**config.mk**
```make
export PLATFORM = sky130hd
export DESIGN_NAME = fault_mem_cfg
export DESIGN_NICKNAME = d
export VERILOG_FILES = /design/src/rtl/fault_mem_cfg.sv
export SDC_FILE = /design/constraint.sdc
export NUM_CORES = 1
export LEC_CHECK = 0
export BUFFER_PORTS_ARGS = -buffer_cell sky130_fd_sc_hd__buf_2
export CAP_MARGIN = 5
export CORE_ASPECT_RATIO = 1.75
export CORE_MARGIN = 8
export CORE_UTILIZATION = 60
export CTS_BUF_LIST = sky130_fd_sc_hd__clkbuf_16
export DETAILED_ROUTE_END_ITERATION = 8
export PLACE_DENSITY = 0.83
export SETUP_SLACK_MARGIN = 0.4
export SLEW_MARGIN = 20
export SYNTH_ARGS = -nofsm -noshare
export SYNTH_HDL_FRONTEND = slang
export SYNTH_SLANG_ARGS = --single-unit
```
**constraint.sdc**
```tcl
create_clock -name clk -period 4.7 [get_ports clk]
set_clock_uncertainty 0.15 [all_clocks]
set_input_delay 0.235 -clock clk [delete_from_list [all_inputs] [get_ports clk]]
set_output_delay 0.235 -clock clk [all_outputs]
set_load 0.02 [all_outputs]
```
**src/rtl/fault_mem_cfg.sv**
```systemverilog
// Pipelined single-port memory model with run-time programmable fault injection.
// Optional macro FAULT_CNT_EN builds the saturating corruption counter; otherwise fault_cnt is 0.
module fault_mem_cfg #(
  parameter int DATA_WIDTH = 8,
  parameter int ADDR_WIDTH = 4,
  parameter int CAPACITY   = 16,
  parameter int CNT_WIDTH  = 8,
  localparam int BIT_W     = (DATA_WIDTH > 1) ? $clog2(DATA_WIDTH) : 1
) (
  input  logic                  clk,
  input  logic                  rst_n,
  input  logic                  write_read,
  input  logic [ADDR_WIDTH-1:0] address,
  input  logic [DATA_WIDTH-1:0] wdata,
  output logic [DATA_WIDTH-1:0] rdata,
  input  logic                  cfg_load,
  input  logic [2:0]            cfg_type,
  input  logic [ADDR_WIDTH-1:0] cfg_vaddr,
  input  logic [BIT_W-1:0]      cfg_bit,
  input  logic [ADDR_WIDTH-1:0] cfg_aaddr,
  output logic [CNT_WIDTH-1:0]  fault_cnt
);

  typedef enum logic [2:0] {
    FT_NONE = 3'd0, FT_SAF0 = 3'd1, FT_SAF1 = 3'd2,
    FT_TFUP = 3'd3, FT_TFDN = 3'd4, FT_CFIN = 3'd5
  } fault_e;

  localparam logic [ADDR_WIDTH:0] CAP_L = (ADDR_WIDTH + 1)'(CAPACITY);

  logic [DATA_WIDTH-1:0] mem [CAPACITY];

  logic                  s1_vld_q, s1_vld_d;
  logic                  s1_wr_q, s1_wr_d;
  logic [ADDR_WIDTH-1:0] s1_addr_q, s1_addr_d;
  logic [DATA_WIDTH-1:0] s1_wdata_q, s1_wdata_d;
  logic [DATA_WIDTH-1:0] rd_hold_q, rd_hold_d;
  logic [DATA_WIDTH-1:0] rdata_out_q, rdata_out_d;
  logic [2:0]            cfg_type_q, cfg_type_d;
  logic [ADDR_WIDTH-1:0] cfg_vaddr_q, cfg_vaddr_d;
  logic [BIT_W-1:0]      cfg_bit_q, cfg_bit_d;
  logic [ADDR_WIDTH-1:0] cfg_aaddr_q, cfg_aaddr_d;

  fault_e                eff_type_s;
  logic                  addr_ok_s, vaddr_ok_s, on_vic_s;
  logic                  is_rd_s, mem_we_s, flip_s, hit_s;
  logic                  old_bit_s, new_bit_s;
  logic [DATA_WIDTH-1:0] old_s, vic_word_s, mem_wdata_s, vic_wdata_s, rd_word_s;

  // Effective fault type: reserved codes and a self-coupled CFin act as fault-free.
  always_comb begin
    eff_type_s = FT_NONE;
    case (cfg_type_q)
      3'd1:    eff_type_s = FT_SAF0;
      3'd2:    eff_type_s = FT_SAF1;
      3'd3:    eff_type_s = FT_TFUP;
      3'd4:    eff_type_s = FT_TFDN;
      3'd5:    eff_type_s = (cfg_aaddr_q != cfg_vaddr_q) ? FT_CFIN : FT_NONE;
      default: eff_type_s = FT_NONE;
    endcase
  end

  // Stage-1 array operation with fault rules applied against the current config.
  always_comb begin
    addr_ok_s   = ({1'b0, s1_addr_q} < CAP_L);
    vaddr_ok_s  = ({1'b0, cfg_vaddr_q} < CAP_L);
    old_s       = mem[addr_ok_s ? s1_addr_q : {ADDR_WIDTH{1'b0}}];
    vic_word_s  = mem[vaddr_ok_s ? cfg_vaddr_q : {ADDR_WIDTH{1'b0}}];
    on_vic_s    = addr_ok_s && (s1_addr_q == cfg_vaddr_q);
    old_bit_s   = old_s[cfg_bit_q];
    new_bit_s   = s1_wdata_q[cfg_bit_q];
    is_rd_s     = s1_vld_q && !s1_wr_q;
    mem_we_s    = s1_vld_q && s1_wr_q && addr_ok_s;
    mem_wdata_s = s1_wdata_q;
    rd_word_s   = addr_ok_s ? old_s : {DATA_WIDTH{1'b0}};
    vic_wdata_s = vic_word_s;
    vic_wdata_s[cfg_bit_q] = ~vic_word_s[cfg_bit_q];
    flip_s      = 1'b0;
    hit_s       = 1'b0;
    case (eff_type_s)
      FT_SAF0, FT_SAF1: begin
        // The read override is not a stored corruption, so it never counts.
        if (on_vic_s) begin
          mem_wdata_s[cfg_bit_q] = (eff_type_s == FT_SAF1);
          rd_word_s[cfg_bit_q]   = (eff_type_s == FT_SAF1);
          hit_s = mem_we_s && (new_bit_s != (eff_type_s == FT_SAF1));
        end else begin
          hit_s = 1'b0;
        end
      end
      FT_TFUP: begin
        if (mem_we_s && on_vic_s && !old_bit_s && new_bit_s) begin
          mem_wdata_s[cfg_bit_q] = 1'b0;
          hit_s = 1'b1;
        end else begin
          hit_s = 1'b0;
        end
      end
      FT_TFDN: begin
        if (mem_we_s && on_vic_s && old_bit_s && !new_bit_s) begin
          mem_wdata_s[cfg_bit_q] = 1'b1;
          hit_s = 1'b1;
        end else begin
          hit_s = 1'b0;
        end
      end
      FT_CFIN: begin
        if (mem_we_s && (s1_addr_q == cfg_aaddr_q) && (old_bit_s != new_bit_s) && vaddr_ok_s) begin
          flip_s = 1'b1;
          hit_s  = 1'b1;
        end else begin
          hit_s = 1'b0;
        end
      end
      default: hit_s = 1'b0;
    endcase
  end

  // Next-state for pipeline, read path and config registers.
  always_comb begin
    s1_vld_d    = 1'b1;
    s1_wr_d     = write_read;
    s1_addr_d   = address;
    s1_wdata_d  = wdata;
    rd_hold_d   = is_rd_s ? rd_word_s : rd_hold_q;
    rdata_out_d = rd_hold_q;
    if (cfg_load) begin
      cfg_type_d  = cfg_type;
      cfg_vaddr_d = cfg_vaddr;
      cfg_bit_d   = cfg_bit;
      cfg_aaddr_d = cfg_aaddr;
    end else begin
      cfg_type_d  = cfg_type_q;
      cfg_vaddr_d = cfg_vaddr_q;
      cfg_bit_d   = cfg_bit_q;
      cfg_aaddr_d = cfg_aaddr_q;
    end
  end

  // Control and datapath registers; reset leaves a non-updating read of address 0.
  always_ff @(posedge clk or negedge rst_n) begin
    if (!rst_n) begin
      s1_vld_q    <= 1'b0;
      s1_wr_q     <= 1'b0;
      s1_addr_q   <= {ADDR_WIDTH{1'b0}};
      s1_wdata_q  <= {DATA_WIDTH{1'b0}};
      rd_hold_q   <= {DATA_WIDTH{1'b0}};
      rdata_out_q <= {DATA_WIDTH{1'b0}};
      cfg_type_q  <= 3'd0;
      cfg_vaddr_q <= {ADDR_WIDTH{1'b0}};
      cfg_bit_q   <= {BIT_W{1'b0}};
      cfg_aaddr_q <= {ADDR_WIDTH{1'b0}};
    end else begin
      s1_vld_q    <= s1_vld_d;
      s1_wr_q     <= s1_wr_d;
      s1_addr_q   <= s1_addr_d;
      s1_wdata_q  <= s1_wdata_d;
      rd_hold_q   <= rd_hold_d;
      rdata_out_q <= rdata_out_d;
      cfg_type_q  <= cfg_type_d;
      cfg_vaddr_q <= cfg_vaddr_d;
      cfg_bit_q   <= cfg_bit_d;
      cfg_aaddr_q <= cfg_aaddr_d;
    end
  end

  // Storage array: aggressor word and coupled victim bit may both update at one edge.
  always_ff @(posedge clk) begin
    if (mem_we_s) begin
      mem[s1_addr_q] <= mem_wdata_s;
    end
    if (flip_s) begin
      mem[cfg_vaddr_q] <= vic_wdata_s;
    end
  end

  assign rdata = rdata_out_q;

`ifdef FAULT_CNT_EN
  logic [CNT_WIDTH-1:0] cnt_q, cnt_d;

  // Saturating hit counter, cleared whenever a new config is loaded.
  always_comb begin
    if (cfg_load) begin
      cnt_d = {CNT_WIDTH{1'b0}};
    end else if (hit_s && (cnt_q != {CNT_WIDTH{1'b1}})) begin
      cnt_d = cnt_q + CNT_WIDTH'(1);
    end else begin
      cnt_d = cnt_q;
    end
  end

  // Counter register.
  always_ff @(posedge clk or negedge rst_n) begin
    if (!rst_n) begin
      cnt_q <= {CNT_WIDTH{1'b0}};
    end else begin
      cnt_q <= cnt_d;
    end
  end

  assign fault_cnt = cnt_q;
`else
  logic unused_hit_s;
  assign unused_hit_s = hit_s;
  assign fault_cnt    = {CNT_WIDTH{1'b0}};
`endif

endmodule

```
# Word level (Yosys, flattened, before mapping)
# Memory sizes are Yosys's and may differ from the RTL's.
# Cells that the tools add are included.
# word_totals
memories	1
mem_bits_rw	128
elab_cells	70
output_inout_bits	16
register_bits	44
# op_classes
mux	25
n_eq_ne	14
n_reduce_logical	14
bitwise	4
order_cmp	2
# memory_table
memory	depth	width	read_ports	rd_ports_with_merged_regs	write_ports	line	source
mem	16	8	2	0	2	31	logic [DATA_WIDTH-1:0] mem [CAPACITY];
# op_table
cell	n
8-bit two-way mux	5
8-bit bitwise mux	3
8-bit case mux with 3 select lines	1
3-bit case mux with 5 select lines	1
3-bit by 2-bit equality test with 1-bit output (second input constant)	4
3-bit equality test (second input constant)	4
1-bit logical AND	10
1-bit two-way mux	10
1-bit binary-select mux with 3-bit select	3
8-bit bitwise AND	1
4-bit equality test	2
8-bit inverter	1
8-bit bitwise OR	1
3-bit by 1-bit equality test with 1-bit output (second input constant)	2
3-bit by 4-bit less-than comparator with 1-bit output (second input constant)	1
4-bit inequality test	1
1-bit demux with 3-bit select	1
3-bit by 1-bit >= comparator with 1-bit output (second input constant)	1
1-bit logical NOT	3
3-bit two-way mux	1
2-bit OR reduction	1
1-bit inequality test	1
1-bit inverter	1

# Longest topological paths before layout
# Gate-level depths: netlist (run 1).
# An unclocked memory read counts as a cell.
# logic_depth
depth_word	9
mapped_depth	15
mapped_depth_nobuf	10

# Least setup slack after synthesis (run 1)
# OpenSTA, ideal clock, no wires.
# synth_path
kind	flip-flop to flip-flop
start	reg s1_addr_q[0]
end	mem mem[10][0] (enable)
setup_slack_ps	1255
synth_period_minus_slack_ps	3445
arrival_time_ps	2966
stages_incl_launch_ff	14
setup_time_ps	329
n_path_buf	5
path_cell_list	dfrtp_1 buf_2 buf_4 buf_2 mux4_2 a222oi_1 nand2_1 nand3_1 nand3_1 xor2_1 buf_4 nand4_1 buf_2 nand2_1
# synth_rtl
item	line	source
from (decl)	35	logic [ADDR_WIDTH-1:0] s1_addr_q, s1_addr_d;
from (signal assigned)	145	s1_addr_q <= {ADDR_WIDTH{1'b0}};
from (signal assigned)	156	s1_addr_q <= s1_addr_d;
to (decl)	31	

==> flow_summary.toml, run 1 <==
[run_status]
status = "finished clean"

[global_route]
grt_max_degree = 45
first_global_vias = 7822
antenna_found_initial = 2
grt_overflow = 0
grt_pass1_wl_mm = 48.1
grt_usage_pct = 30.8

[power]
swShare_pct = 30.6
finalPower_w = 0.00403
intPower_w = 0.00280
power_density_nw_per_um2 = 349
total_leakage_power_nw = 4.97
ir_drop_mv = 0.255
clockPowerShare_pct = 33.0
p_seq_share_pct = 44.4
power_switching_w = 0.00123
power_frac_comb_pct = 22.5

[timing]
slew_violations = 0
setup_viol = 0
rsz0062_at_grt = "false"
max_slew_margin_pct = 27.5
hold_viol_final = 0
fmax_mhz = 237
fin_setup_tns_ps = 0
final.min_clock_period_ps = 4220
min_period_over_period_pct = 89.9
worstMarginPinSlew_ps = 1080

[clock_network]
numCtsBuffers = 17
cts.sinks = 172
cts.clk_slew.worst_paths_ps = 70
htreeDepth = 4
cts_tree = "built"
cts_buffer_depth = 2
root_buffer = "clkbuf_16"
worstSkewPairLatency_ps = 440
post_cts_buffers = 0

[placed_design]
port_buffers = 37
dp_hpwl_mm = 22.3
place_congestion = 0.974

[synth]
syn_area_per_cell_um2 = 13.4
synth_edf_count = 128
async_reset_ff_share_pct = 25.6
syn-cell-area_um2 = 10200
ys_warn_count = 0
syn-instance-count = 765
synth_top_area_share_pct = 37.5
synth_top_cell_by_area = "edfxtp_1"
synth_seq_cells = 172
synthTopCellsByCount = "mux2i_1, edfxtp_1, nand2_1, mux4_2, dfrtp_1"
synth_ff_type = "edfxtp_1"
synthTopCellsByArea = "edfxtp_1, mux2i_1, mux4_2"
ys_seq_area_share_pct = 48.3
yosysMostFrequentCell = "mux2i_1"
synth_cell_types = 60

[die]
dieWidth_um = 115
core_area_um2 = 16900
placementRows = 63
dieArea_um2 = 21700
ios = 46
die_h_um = 189
start_util_pct = 60.7

[worst_hold_path]
hold_class = "primary input to flop"
hold_start = "cfg_load"

[routing]
viasPerCell = 7.14
ant_nets = 0
postRouteWirelength_mm = 31.5
drt_iter0_drc = 1236
dr.pass1.iters = 7
vias = 7573
drc = 0
wl_per_cell_um = 29.6

[setup_path]
path_cells = "mux4_2, mux2i_1, o22ai_1, or2_0, o31ai_1, nand3_1, xor2_1, buf_4, nand4_1, nand2_1"
worstSetupStartpoint = "s1_addr_q[3]"
worstSetupPathType = "flop to flop"
crit_path_end_kind = "flop"
cp.required_ps = 4620
worst_ep_arrival_time_ps = 4150
slowest_stage = "dfrtp_2"
start_kind = "flop"
path_buf_inv = 1
slowest_delay_ps = 830
path_max_fanout = 19
cp_top_family = "simple AND/OR/NAND/NOR gates"
reg2reg_from = "s1_addr_q[3]"

[final_layout]
area_delta_synth_final_pct = 12.6
num-nets-final = 850
drive_gt1_share_pct = 27.4

[job]
cap_violations = 0
==> worst paths after layout <==
| check | to | slack [ps] | cells after the start |
|---|---|---|---|
| worst max-delay path | mem[12][7] | 480 | 10 |
| worst min-delay path | cfg_type_q[2] | 120 | 3 |
| worst max register to register | mem[12][7] | 480 | 10 |
| worst min register to register | rdata[3] | 230 | 0 |
| max in group asynchronous | s1_addr_q[1] | 3360 | 2 |
| min in group asynchronous | cfg_vaddr_q[3] | 350 | 2 |
==> kinds of logic (layout without fill, tap and decap cells) <==
group                    count (synthesis)  in the layout  share of synthesized area, %
AO/OA/AOI/OAI                           78             78                          6.01
XOR/XNOR                                21             21                          1.80
adder cells (fa/ha/maj)                  1              1                         0.122
buffers and inverters                   89            149                          4.61
flip-flops                             172            172                          48.3
multiplexers                           234            234                          31.0
other                                    2             11                        0.0733
AND/OR/NAND/NOR                        168            168                          8.14
==> registers in the layout, indices dropped and copies added, names as in the netlist <==
register,count
s1_vld_q,1
cfg_type_q,3
rdata,8
cfg_aaddr_q,4
cfg_vaddr_q,4
s1_addr_q,4
cfg_bit_q,3
s1_wdata_q,8
s1_wr_q,1
mem,128
rd_hold_q,8
==> cells in the final DEF, fill, tap and decap left out, types with 14 or more instances in the layout <==
| cell | count |
|---|---|
| nand4_1 | 20 |
| nand2_1 | 59 |
| buf_2 | 37 |
| mux2_2 | 21 |
| mux4_2 | 63 |
| o21ai_0 | 14 |
| buf_4 | 47 |
| dfrtp_1 | 40 |
| dlygate4sd3_1 | 28 |
| nand3_1 | 22 |
| nor2_1 | 17 |
| clkbuf_16 | 17 |
| mux2i_1 | 148 |
| edfxtp_1 | 128 |
==> power groups by stage <==
stage	clock network, W	logic [W]	registers (W)
2_1_floorplan	0	0.000631	0.00180
5_1_grt	0.00139	0.000964	0.00180
4_1_cts	0.00134	0.000883	0.00179
3_5_place_dp	0	0.000858	0.00182
6_report	0.00133	0.000908	0.00179
3_3_place_gp	0	0.000819	0.00182
==> through the flow <==
step                util (%)  worst slack (ps)  hold slack [ps]  instance area [um2]  cells
global placement        63.2               303              194                10700    999
finish                  68.4               475              118                11500   1061
detailed placement      63.2               192              194                10700    999
floorplan                  -              1250             -211                10300    772
CTS                     68.2               459             96.6                11500   1059
global route            68.3               413              156                11500   1059
==> area by class of cell <==
class	instances	area, um2
Antenna cell	2	5.00
Clock buffer	17	425
Clock inverter	15	131
Fill cell	1142	5340
Inverter	4	15.0
Multi-Input combinational cell	511	4880
Sequential cell	172	4950
Tap cell	227	284
Timing Repair Buffer	113	838
==> worst reg2reg max path, cell delays in order, from the launching register on <==
cell and delay (ps):
dfrtp_2 830, mux4_2 440, mux2i_1 460, o22ai_1 170, or2_0 260, o31ai_1 290
nand3_1 210, xor2_1 210, buf_4 230, nand4_1 150, nand2_1 450
==> per-layer routing <==
metal	up-vias	global-route usage [%]	part of all wire, %
met4	0	24.5	9.3
met2	582	52.4	52
met5	-	0	0
li1	3083	-	-
met3	206	7.60	8.0
met1	3702	31.4	31
==> what timing repair did <==
| item | CTS | global route |
|---|---|---|
| resized for setup | 2 | 13 |
| hold buffers | 28 | 0 |
| endpoints found under the setup margin | 238 | 256 |
| hold endpoints to repair | 71 | 0 |
(Power assumes the default switching activity.)
==> run 2: changes to the inputs <==
ABC_AREA = 1   (was not set)
CORE_UTILIZATION = 63   (was 60)
PLACE_DENSITY = 0.86   (was 0.83)
==> flow_summary.toml, run 2 <==
[run_status]
status = "finished clean"

[synth]
yosysMostFrequentCell = "nand2_1"
synth_edf_count = 128
synth_seq_cells = 172
synthTopCellsByArea = "edfxtp_1, nand2_1, nand3_1"
ys_seq_area_share_pct = 45.5
synth_ff_type = "edfxtp_1"
synth_cell_types = 38
synthTopCellsByCount = "nand2_1, nand3_1, edfxtp_1, inv_1, nor2_1"
syn_area_per_cell_um2 = 7.41
ys_warn_count = 0
syn-cell-area_um2 = 10900
async_reset_ff_share_pct = 25.6
synth_top_area_share_pct = 35.3
synth_top_cell_by_area = "edfxtp_1"
syn-instance-count = 1468

[setup_path]
path_cells = "nand2_1, nor2_1, nor2_1, nand2_1, nand2_1, nand2_1, nor2_1, nor2_1, nor2_1, nand2_1, nor2_2, nand2_1, nand4_4, nor2_4, buf_4, nand2_2, o21ai_1"
worstSetupStartpoint = "s1_addr_q[1]"
worstSetupPathType = "flop to flop"
path_buf_inv = 1
slowest_delay_ps = 720
r2r_slack_ps = 420
r2r-end = "mem[13][0]"
cp_num_cells = 17
path_max_fanout = 17
reg2reg_from = "s1_addr_q[1]"
worst_ep_arrival_time_ps = 4210
cp_top_family = "simple AND/OR/NAND/NOR gates"
crit_path_frequent_cell = "nand2_1"
slowest_stage = "dfrtp_1"
rr_worst_depth = 17
start_kind = "flop"
cp.required_ps = 4630
cp-endpoint = "mem[13][0]"
crit_path_end_kind = "flop"

[timing]
final.min_clock_period_ps = 4280
worstMarginPinSlew_ps = 1070
setup_viol = 0
slew_violations = 0
fmax_mhz = 234
hold_viol_final = 0
min_period_over_period_pct = 91.0
hold-worst-slack_ps = 90.6
fin_ws_ps = 422
max_slew_margin_pct = 28.2
rsz0062_at_grt = "true"
fin_setup_tns_ps = 0

[placed_design]
pre_cts_ws_ps = 634
place_area_um2 = 11200
place_congestion = 1.07
dp_hpwl_mm = 26.7
port_buffers = 37

[die]
start_util_pct = 64.2
die_h_um = 190
dieArea_um2 = 21900
core_area_um2 = 16900
placementRows = 63
dieWidth_um = 115
ios = 46

[power]
p_seq_share_pct = 41.0
total_leakage_power_nw = 5.51
ir_drop_mv = 0.237
power_switching_w = 0.00154
swShare_pct = 35.4
clockPowerShare_pct = 33.1
intPower_w = 0.00281
power_density_nw_per_um2 = 360
power_frac_comb_pct = 26.0

[final_layout]
area_delta_synth_final_pct = 11.0
final_common_cell = "nand2_1"
drive_gt1_share_pct = 10.7
postLayoutCoreUtil_pct = 71.2
final_cell_mix = "nand2_1, nand3_1, edfxtp_1"
top_register = "mem"
final_cell_area_um2 = 12100
diodes = 0
largest_register_ffs = 128
num-nets-final = 1538

[clock_network]
numCtsBuffers = 17
cts.clk_slew.worst_paths_ps = 70
htreeDepth = 4
cts.sinks = 172
root_buffer = "clkbuf_16"
cts_tree = "built"
worstSkewPairLatency_ps = 450
cts_buffer_depth = 2
post_cts_buffers = 0

[routing]
wl_per_cell_um = 23.3
vias = 11300
drt_iter0_drc = 1820
dr.pass1.iters = 8
ant_nets = 0
postRouteWirelength_mm = 40.6
drc = 0
viasPerCell = 6.45

[global_route]
grt_pass1_wl_mm = 61.6
first_global_vias = 10700
grt_max_degree = 74
grt_overflow = 0
antenna_found_initial = 1
grt_usage_pct = 38.4

[job]
cap_violations = 0

[worst_hold_path]
hold_class = "primary input to flop"
## run 2: changes by cell type in the layout (fill, tap and decap cells not counted), sizes merged, moves of 20 or more
cell   delta
nor2     +51
inv      +62
mux4     -64
nand2   +602
nand3   +208
mux2     -20
a22oi    +31
o21ai    +28
mux2i   -149
## run 2: worst min-delay path by stage
stage          startpoint  cells past startpoint             end
2_1_floorplan       rst_n                      0  cfg_aaddr_q[0]
3_3_place_gp   address[3]                      1    s1_addr_q[3]
3_5_place_dp   address[1]                      1    s1_addr_q[1]
4_1_cts          cfg_load                      3  cfg_vaddr_q[3]
5_1_grt          cfg_load                      3  cfg_aaddr_q[3]
6_report         cfg_load                      3  cfg_aaddr_q[1]
## run 2: kinds of logic after synthesis
group           synth area share [%]
compound gates                  6.72
xor+xnor                        1.21
fa+ha+maj                      0.115
mux                            0.104
other cells                   0.0691
simple gates                    38.6
buf+inv                         7.67
flops                           45.5
## run 2: power by group through the flow
stage	Sequential [W]	Clock [W]	Combinational, W
6_report	0.00178	0.00144	0.00113
3_3_place_gp	0.00181	0	0.00101
3_5_place_dp	0.00181	0	0.00103
2_1_floorplan	0.00181	0	0.000663
5_1_grt	0.00178	0.00149	0.00119
4_1_cts	0.00178	0.00142	0.00105
## run 2: metrics by stage
stage,instances,total power (W)
floorplan,1475,0.00247
CTS,1747,0.00425
detailed placement,1687,0.00284
global route,1747,0.00446
global placement,1687,0.00282
finish,1747,0.00435
## run 2: routing by layer
layer  wire length, um  GRT usage (%)  vias up
met3              5250           11.0      334
met2             19400           62.6     1016
met1             12200           40.7     4996
met4              3820           30.4        2
li1                  -              -     4925
met5                11              0        -
## run 2: timing repair
item / 4_1_cts / 5_1_grt
endpoints found under the setup margin: 0 / 72
hold buffers: 28 / 0
gates resized for setup: 0 / 5
endpoints found under the hold margin: 71 / 0
## run 2: area by class of cell
type                       instances  area [um2]
tap                              227         284
clock buffer                      17         425
sequential                       172        4950
clock inverter                    15         161
fill                            1292        4880
timing repair buffer             113         851
inverter                          69         259
multi-input combinational       1134        5140
## run 2: tightest hold or removal path, stage by stage
cell,delay [ps]
buf_2,240
nand2_1,100
o21ai_0,60
==> run 3: changes to the inputs <==
ABC_AREA = not set   (was 1)
CORE_UTILIZATION = 56   (was 63)
PLACE_DENSITY = 0.79   (was 0.86)
==> flow_summary.toml, run 3 (synthesized netlist as in run 1, its figures left out) <==
[run_status]
status = "finished clean"

[routing]
vias = 7468
drt_iter0_drc = 1041
drc = 0
postRouteWirelength_mm = 30.8
dr.pass1.iters = 6
viasPerCell = 6.99
wl_per_cell_um = 28.8
ant_nets = 0

[setup_path]
r2r-end = "mem[14][0]"
worstSetupPathType = "flop to flop"
worst_ep_arrival_time_ps = 4060
crit_path_end_kind = "flop"
path_buf_inv = 1
start_kind = "flop"
cp-endpoint = "mem[14][0]"
path_cells = "mux4_1, mux2i_1, o22ai_1, or2_0, o31ai_1, and2_1, buf_4, nand3_1, a31oi_4, mux2i_1"
path_max_fanout = 16
worstSetupStartpoint = "s1_addr_q[1]"
reg2reg_from = "s1_addr_q[1]"
slowest_stage = "dfrtp_2"
cp_num_cells = 10
rr_worst_depth = 10
cp.required_ps = 4700
crit_path_frequent_cell = "mux2i_1"
slowest_delay_ps = 660
cp_top_family = "multiplexers"
r2r_slack_ps = 630

[die]
core_area_um2 = 18000
start_util_pct = 57.0
dieWidth_um = 118
placementRows = 65
dieArea_um2 = 23000
ios = 46
die_h_um = 195

[timing]
hold_viol_final = 0
max_slew_margin_pct = 34.9
slew_violations = 0
fin_ws_ps = 635
setup_viol = 0
fmax_mhz = 246
rsz0062_at_grt = "false"
final.min_clock_period_ps = 4070
worstMarginPinSlew_ps = 977
min_period_over_period_pct = 86.5
fin_setup_tns_ps = 0

[global_route]
grt_pass1_wl_mm = 47.3
grt_overflow = 0
grt_max_degree = 45
grt_usage_pct = 27.3
antenna_found_initial = 0
first_global_vias = 7735

[placed_design]
dp_hpwl_mm = 22.4
pre_cts_ws_ps = 726
place_congestion = 1.06
port_buffers = 37

[power]
ir_drop_mv = 0.242
power_density_nw_per_um2 = 362
total_leakage_power_nw = 5.02

[final_layout]
num-nets-final = 852
top_register = "mem"
largest_register_ffs = 128
n_fill_cell = 1292
diodes = 0
area_delta_synth_final_pct = 13.2
final_cell_mix = "mux2i_1, edfxtp_1, nand2_1"
final_common_cell = "mux2i_1"
drive_gt1_share_pct = 26.0

[clock_network]
cts.sinks = 172
cts-resized-gates = 0
worstSkewPairLatency_ps = 450
cts.clk_slew.worst_paths_ps = 70
hold_buffers = 28
htreeDepth = 4
cts_buffer_depth = 2
root_buffer = "clkbuf_16"
post_cts_buffers = 0
numCtsBuffers = 17
cts_tree = "built"

[job]
cap_violations = 0

[worst_hold_path]
hold_class = "primary input to flop"
[run 3: area by class of cell]
| cell class | instances | area (um2) | area share (%) |
|---|---|---|---|
| inverter | 4 | 15.0 | 0.129 |
| sequential | 172 | 4950 | 42.7 |
| clock buffer | 17 | 425 | 3.67 |
| multi-input combinational | 511 | 4850 | 41.8 |
| tap | 234 | 293 | 2.52 |
| clock inverter | 15 | 213 | 1.83 |
| timing repair buffer | 115 | 853 | 7.36 |
[run 3: per-layer routing]
layer  routed length [um]  vias to the layer above  GRT usage, %
li1                     -                     3090             -
met1                 9780                     3728          27.4
met2                16500                      488          47.9
met3                 1870                      162          5.11
met4                 2600                        0          22.8
met5                    0                        -             0
[run 3: how the worst min path moves through the flow]
stage / startpoint / to / slack [ps] / depth (start not counted)
detailed placement: wdata[4] / s1_wdata_q[4] / 190 / 1
global placement: wdata[2] / s1_wdata_q[2] / 190 / 1
CTS: cfg_load / cfg_type_q[2] / 80 / 3
floorplan: rst_n / cfg_aaddr_q[0] / -210 / 0
global route: cfg_load / cfg_type_q[2] / 150 / 3
finish: cfg_load / cfg_type_q[2] / 90 / 3
[run 3: per-stage QoR]
stage	utilization (%)	total power [W]	hold slack (ps)	cells	cell area, um2
2_1_floorplan	-	0.00243	-211	772	10300
3_3_place_gp	59.4	0.00266	195	1008	10700
3_5_place_dp	59.4	0.00270	194	1008	10700
4_1_cts	64.5	0.00419	81.2	1068	11600
5_1_grt	64.5	0.00432	152	1068	11600
6_report	64.5	0.00420	87.7	1068	11600
[run 3: power by group]
| group | internal, W | total, W | switching, W |
|---|---|---|---|
| sequential | 0.00173 | 0.00180 | 0.0000670 |
| clock | 0.000781 | 0.00149 | 0.000709 |
| combinational | 0.000369 | 0.000913 | 0.000544 |
| total | 0.00288 | 0.00420 | 0.00132 |
[run 3: worst register-to-register path, delay by kind of cell (launching register included)]
kind            cells  cell delay, ps
mux                 3            1210
compound gates      3            1030
flops               1             660
simple gates        3             560
buf+inv             1             160
